[src/rtl/mac_pkg.sv]
// Shared FSM encoding and width helper for the MAC accumulator.
// Included by mac_accum_n and sat_add_n.
package mac_pkg;

  typedef enum logic [1:0] {
    IDLE  = 2'd0,
    ACCUM = 2'd1,
    DONE  = 2'd2
  } state_t;

  // Accumulator width: full product width plus guard bits.
  function automatic int acc_width(input int n, input int g);
    return 2 * n + g;
  endfunction

endpackage

[src/rtl/sat_add_n.sv]
// Unsigned adder with carry out; clamps to all-ones on carry
// when MAC_SATURATE_EN is defined, otherwise wraps.
module sat_add_n
  import mac_pkg::*;
#(
  parameter int W = 20
) (
  input  logic [W-1:0] a,
  input  logic [W-1:0] b,
  output logic [W-1:0] sum,
  output logic         carry
);

  logic [W:0] w_full;

  // Full-width add exposes the carry out of bit W-1.
  always_comb begin
    w_full = {1'b0, a} + {1'b0, b};
    carry  = w_full[W];
`ifdef MAC_SATURATE_EN
    sum = w_full[W] ? {W{1'b1}} : w_full[W-1:0];
`else
    sum = w_full[W-1:0];
`endif
  end

endmodule

[src/rtl/mac_accum_n.sv]
// Dot-product accumulator framed by start/busy/done.
// Optional clamping on overflow via MAC_SATURATE_EN.
module mac_accum_n
  import mac_pkg::*;
#(
  parameter int N   = 8,
  parameter int G   = 4,
  parameter int LEN = 16,
  localparam int ACC_W = acc_width(N, G),
  localparam int CW    = $clog2(LEN + 1)
) (
  input  logic             clk,
  input  logic             reset,
  input  logic             start,
  input  logic [2*N-1:0]   p,
  input  logic             p_valid,
  output logic [ACC_W-1:0] acc,
  output logic [CW-1:0]    count,
  output logic             busy,
  output logic             done,
  output logic             overflow
);

  state_t           r_state;
  logic [ACC_W-1:0] r_acc;
  logic [CW-1:0]    r_count;
  logic             r_busy;
  logic             r_done;
  logic             r_ovf;

  logic [ACC_W-1:0] w_p_ext;
  logic [ACC_W-1:0] w_sum;
  logic             w_carry;
  logic [CW-1:0]    w_cnt_nxt;
  logic             w_last;

  assign w_p_ext   = ACC_W'(p);
  assign w_cnt_nxt = r_count + CW'(1);
  assign w_last    = (w_cnt_nxt == CW'(LEN));

  sat_add_n #(.W(ACC_W)) u_add (
    .a     (r_acc),
    .b     (w_p_ext),
    .sum   (w_sum),
    .carry (w_carry)
  );

  // FSM: start clears and (re)arms; accepted terms accumulate.
  always_ff @(posedge clk) begin
    if (reset) begin
      r_state <= IDLE;
      r_acc   <= '0;
      r_count <= '0;
      r_busy  <= 1'b0;
      r_done  <= 1'b0;
      r_ovf   <= 1'b0;
    end else begin
      r_done <= 1'b0;
      if (start) begin
        r_state <= ACCUM;
        r_acc   <= '0;
        r_count <= '0;
        r_ovf   <= 1'b0;
        r_busy  <= 1'b1;
      end else begin
        case (r_state)
          ACCUM: begin
            if (p_valid) begin
              r_acc   <= w_sum;
              r_count <= w_cnt_nxt;
              if (w_carry) r_ovf <= 1'b1;
              if (w_last) begin
                r_state <= DONE;
                r_busy  <= 1'b0;
                r_done  <= 1'b1;
              end
            end
          end
          DONE: begin
            r_state <= IDLE;
            r_busy  <= 1'b0;
          end
          default: begin
            r_state <= IDLE;
            r_busy  <= 1'b0;
          end
        endcase
      end
    end
  end

  assign acc      = r_acc;
  assign count    = r_count;
  assign busy     = r_busy;
  assign done     = r_done;
  assign overflow = r_ovf;

endmodule

[config.mk]
export PLATFORM = sky130hd
export DESIGN_NAME = mac_accum_n
export DESIGN_NICKNAME = d
export VERILOG_FILES = /design/src/rtl/mac_pkg.sv /design/src/rtl/sat_add_n.sv /design/src/rtl/mac_accum_n.sv
export SDC_FILE = /design/constraint.sdc
export NUM_CORES = 1
export LEC_CHECK = 0
export CORE_ASPECT_RATIO = 1.2
export CORE_MARGIN = 2
export CORE_UTILIZATION = 50
export DETAILED_ROUTE_END_ITERATION = 10
export GPL_TIMING_DRIVEN = 0
export HOLD_SLACK_MARGIN = 0.06
export PLACE_DENSITY = 0.83
export SLEW_MARGIN = 0
export SYNTH_ARGS = -nofsm -noshare
export SYNTH_HDL_FRONTEND = slang
export SYNTH_HIERARCHICAL = 1
export SYNTH_SLANG_ARGS = --single-unit
[constraint.sdc]
create_clock -name clk -period 2.95 [get_ports clk]
set_clock_uncertainty 0.15 [all_clocks]
set_input_delay 0.295 -clock clk [delete_from_list [all_inputs] [get_ports clk]]
set_output_delay 0.295 -clock clk [all_outputs]
set_load 0.02 [all_outputs]
Yosys cells after proc, flatten, opt, wreduce, memory -nomap -nowiden --
Cells that the tools add are included. Widths: inputs -> output; s select.
Storage, ports and cells: register bits after elaboration 30, input port bits 20, output and inout bits 28, logic and storage cells 31
Operators by class: $add $sub $neg 2, equal/unequal tests 4, muxes and demuxes 9, bitwise operators 2, reduce and logical (&&, ||, !) cells 7
Operator list (number):
- $add 20x16->21 | 1
- $mux 1 | 9
- $ne 3x3->1 const B | 2
- $reduce_and 2->1 | 3
- $add 5x1->5 const B | 1
- $eq 5x5->1 const B | 1
- $reduce_or 4->1 | 1
- $reduce_and 3->1 | 1
- $reduce_or 3->1 | 1
- $eq 2x1->1 const B | 1
- $not 1->1 | 2
- $reduce_or 2->1 | 1

Depth between registers and ports, before layout --
word-level depth 6, gate-level depth with buffers 9, mapped depth without buffers 9

Cells and area by module --
The synthesis kept the hierarchy.
By module, submodules not included:
- mac_accum_n | instances 1, cells each 134, area each 1124.8 um^2, sequential area each 580.6 um^2
- sat_add_n | instances 1, cells each 142, area each 1012.2 um^2, sequential area each 0.0 um^2

Worst setup path after synthesis --
Ideal clock, no wire load.
path type reg-to-reg, from register r_acc[0] (netlist: acc[0]), to register r_ovf (netlist: overflow), library setup time 117 ps, data arrival time 2314 ps, required time 2683 ps, slack 369 ps, cell stages (with the launch flop) 10, buffers on the path 0, period minus slack after synthesis 2581 ps, cells stage by stage dfxtp_1 -> ha_1 -> fa_1 -> a211oi_1 -> o21a_1 -> a221o_1 -> o221ai_1 -> a221o_1 -> a21oi_1 -> nor2_1
On the way: cells in the longest elaborated chain, start to end 2
Ends and longest elaborated chain:
- start, declared | RTL line mac_accum_n.sv:25 | logic [ACC_W-1:0] r_acc;
- start signal, assigned | RTL line mac_accum_n.sv:69 | r_acc <= w_sum;
- $add 20x16->21 | RTL line sat_add_n.sv:18 | w_full = {1'b0, a} + {1'b0, b};
- named net w_carry | RTL line mac_accum_n.sv:33 | logic w_carry;
- $reduce_and 3->1 (no source line)
- end signal, assigned | RTL line mac_accum_n.sv:56 | r_ovf <= 1'b0;
- end signal, assigned | RTL line mac_accum_n.sv:63 | r_ovf <= 1'b0;
- end signal, assigned | RTL line mac_accum_n.sv:71 | if (w_carry) r_ovf <= 1'b1;
- end, declared | RTL line mac_accum_n.sv:29 | logic r_ovf;
The timed path passes the listed nets, and every way through them passes these cells. A chain may end at the register's enable or synchronous reset.

Worst setup path after layout --
from input p[0], to register r_ovf (netlist: overflow)
On the way: cells in the longest elaborated chain, start to end 2
Ends and longest elaborated chain:
- start, declared | RTL line mac_accum_n.sv:15 | input logic [2*N-1:0] p,
- $add 20x16->21 | RTL line sat_add_n.sv:18
- named net w_carry | RTL line mac_accum_n.sv:33
- $reduce_and 3->1 (no source line)
The timed path passes the listed nets, and every way through them passes these cells.

==> results.toml <==
[run_status]
status = "finished clean"

[worst_setup_path]
crit_start = "p[0]"
start_kind = "primary input"
worstSetupPathType = "primary input to register"
crit_top_cell = "a221o_1"
rrSetupSlack_ps = 240
crit_buf_inv = 1
worstPathRequired_ps = 2970
slowest_stage = "clkdlybuf4s50_1"
endpoint = "overflow"
path_cells = "clkdlybuf4s50_1 > ha_1 > fa_2 > a211oi_2 > o21a_1 > a221o_1 > o221ai_1 > a221o_1 > a21oi_1 > nor2_1"
arrival_ps = 2810
rr_endpoint = "overflow"
setup.worst_path.end_class = "register"
slowest_delay_ps = 410
worstReg2RegStart = "acc[0]"
crit_fanout = 4
critical_path_cell_count = 10
rr_worst_depth = 9
crit_family = "compound AO/OA/AOI/OAI gates"

[clock_network]
cts_buffers = 5
clk_latency_ps = 290
clkTransAtPathRegs_ps = 70
clock_sinks = 29
root_buffer = "clkbuf_8"
cts_max_level = 2
clk_path_buf_depth = 2
holdBufCountCts = 0
cts_tree = "built"

[die]
rows = 26
start_util_pct = 50.9
die_width_um = 63.7
io_pins = 48
die_area_um2 = 4820
die_h_um = 75.6
core_um2 = 4200

[power]
power.density_nw_per_um2 = 361
ir_worst_vdd_mv = 0.295
leakage_nw = 1.14
p_total_mw = 1.01

[logic_synthesis]
yosysMostFrequentCell = "nand2_1"
synth-seq-cells = 29
synth.avg_cell_area_um2 = 7.74
ys_types = 53
seq_area_frac_synth_pct = 27.2
synthFlopType = "dfxtp_1"
synth_edf_count = 0
synth_top_area_cell = "dfxtp_1"
yosys_warnings = 6
synthArstFlopShare_pct = 0
synth.top_cell.area_share_pct = 27.2
yosys-top-cells-count = "nand2_1 (59), a21oi_1 (46), dfxtp_1 (29), ha_1 (22)"
syn_area_um2 = 2140
synth.area.top_cells = "dfxtp_1 (27%), ha_1 (13%), a21oi_1 (11%), nand2_1 (10%), xor2_1 (3.7%)"
synth_cells = 276

[detailed_routing]
wire_per_inst_um = 13.6
drt_iter0_markers = 113
antenna_left = 0
first_pass_iters = 4
viasPerCell = 5.63
wl_um = 5340
drc = 0
num_vias = 2207

[global_route]
grt_pass1_vias = 2038
grtUsageTotal_pct = 23.1
grt_max_degree = 11
antenna_found_initial = 0
grt_overflow_total = 0
grt_pass1_wl_um = 8720

[run]
cap_viol_max_count = 0

[final_layout]
register_area_um2 = 581
drive_above_1_share_pct = 6.85
utilization_pct = 66.6
area_growth_syn_to_layout_pct = 30.7
final_nets = 378
fillers = 378
n_antenna_cell = 0
multi_input_area_um2 = 1500

[placed_design]
gp_congestion = 0.911
port_buffers = 47
dp_hpwl_um = 4070

[timing]
rsz0062_at_grt = "false"
relSlewSlack_pct = 60.2
hold_violations = 0
worst_slew_pin_slew_ps = 591
period_needed_ps = 2790
fmax_mhz = 358
slew_viol_final = 0
setup_viol = 0
fin_crit_sh_pct = 94.7

[hold_path]
hp-class = "register to register"
==> worst reg2reg max path, stage by stage (launching register included) <==
cell,delay (ps)
dfxtp_1,330
ha_1,240
fa_2,390
a211oi_2,240
o21a_1,220
a221o_1,260
o221ai_1,220
a221o_1,360
a21oi_1,130
nor2_1,60
==> power by group <==
| group | switching (mW) | leakage, nW | internal (mW) | total [mW] |
|---|---|---|---|---|
| Clock | 0.161 | 0.0450 | 0.163 | 0.325 |
| Sequential | 0.0130 | 0.235 | 0.405 | 0.418 |
| Combinational | 0.147 | 0.861 | 0.121 | 0.267 |
==> placed cells by master (no fill, tap or decap), types with 5 or more instances in the layout <==
cell type | synthesis | final
nor2_1 | 9 | 9
xor2_1 | 9 | 9
a21oi_1 | 46 | 46
dfxtp_1 | 29 | 29
o21ai_0 | 9 | 9
clkbuf_8 | 0 | 5
clkdlybuf4s50_1 | 0 | 47
nand3_1 | 7 | 7
inv_1 | 7 | 7
ha_1 | 22 | 22
nand2_1 | 59 | 59
xnor2_1 | 7 | 7
buf_2 | 6 | 6
==> registers in the layout, summed over array words and instances, names as in the netlist <==
register and count:
overflow 1, done 1, count 5, r_state 2, acc 20
==> per-layer routing <==
metal	track usage [%]	wire (µm)
met5	0	0
met4	12.3	159
met3	3.69	240
met2	44.4	2760
met1	24.5	2180
==> how the worst min path moves through the flow <==
stage              from         end  cells after the start
3_5_place_dp     acc[8]      acc[8]                      2
3_3_place_gp   overflow    overflow                      2
2_1_floorplan     reset  r_state[0]                      1
5_1_grt         acc[10]     acc[10]                      2
4_1_cts          acc[8]      acc[8]                      2
6_report        acc[12]     acc[12]                      2
==> stage by stage <==
step | setup slack (ps) | cell area (µm²) | cells | hold WS, ps | setup TNS [ps]
CTS | 28.1 | 2770 | 390 | 328 | 0
finish | 156 | 2790 | 392 | 324 | 0
floorplan | 369 | 2150 | 279 | 293 | 0
global route | 33.6 | 2790 | 392 | 352 | 0
global placement | -188 | 2690 | 382 | 301 | -188
detailed placement | -250 | 2690 | 382 | 319 | -278
==> area by class of cell <==
| type | instances | share of cell area (%) |
|---|---|---|
| inverters | 7 | 0.940 |
| multi-input cells | 232 | 53.5 |
| repair buffers | 49 | 17.4 |
| plain buffers | 11 | 1.93 |
| clock buffers | 6 | 2.60 |
| flip-flops and latches | 29 | 20.8 |
| clock inverters | 2 | 0.358 |
| well taps | 56 | 2.51 |
==> cells by family (layout without fill, tap and decap cells) <==
| logic type | count (synthesis) | after routing | share of synthesized area [%] |
|---|---|---|---|
| XOR/XNOR | 16 | 16 | 6.56 |
| other | 1 | 4 | 0.175 |
| adder cells (fa/ha/maj) | 23 | 23 | 13.8 |
| flip-flops | 29 | 29 | 27.2 |
| multiplexers | 3 | 3 | 1.46 |
| buffers and inverters | 18 | 75 | 3.75 |
| AND/OR/NAND/NOR | 95 | 95 | 20.4 |
| AO/OA/AOI/OAI | 91 | 91 | 26.7 |
==> timing repair <==
item,CTS,global route
setup buffers,0,2
hold endpoints to repair,0,0
gates resized for setup,0,2
setup endpoints to repair,0,1
Power figures use the tool's default switching activity.
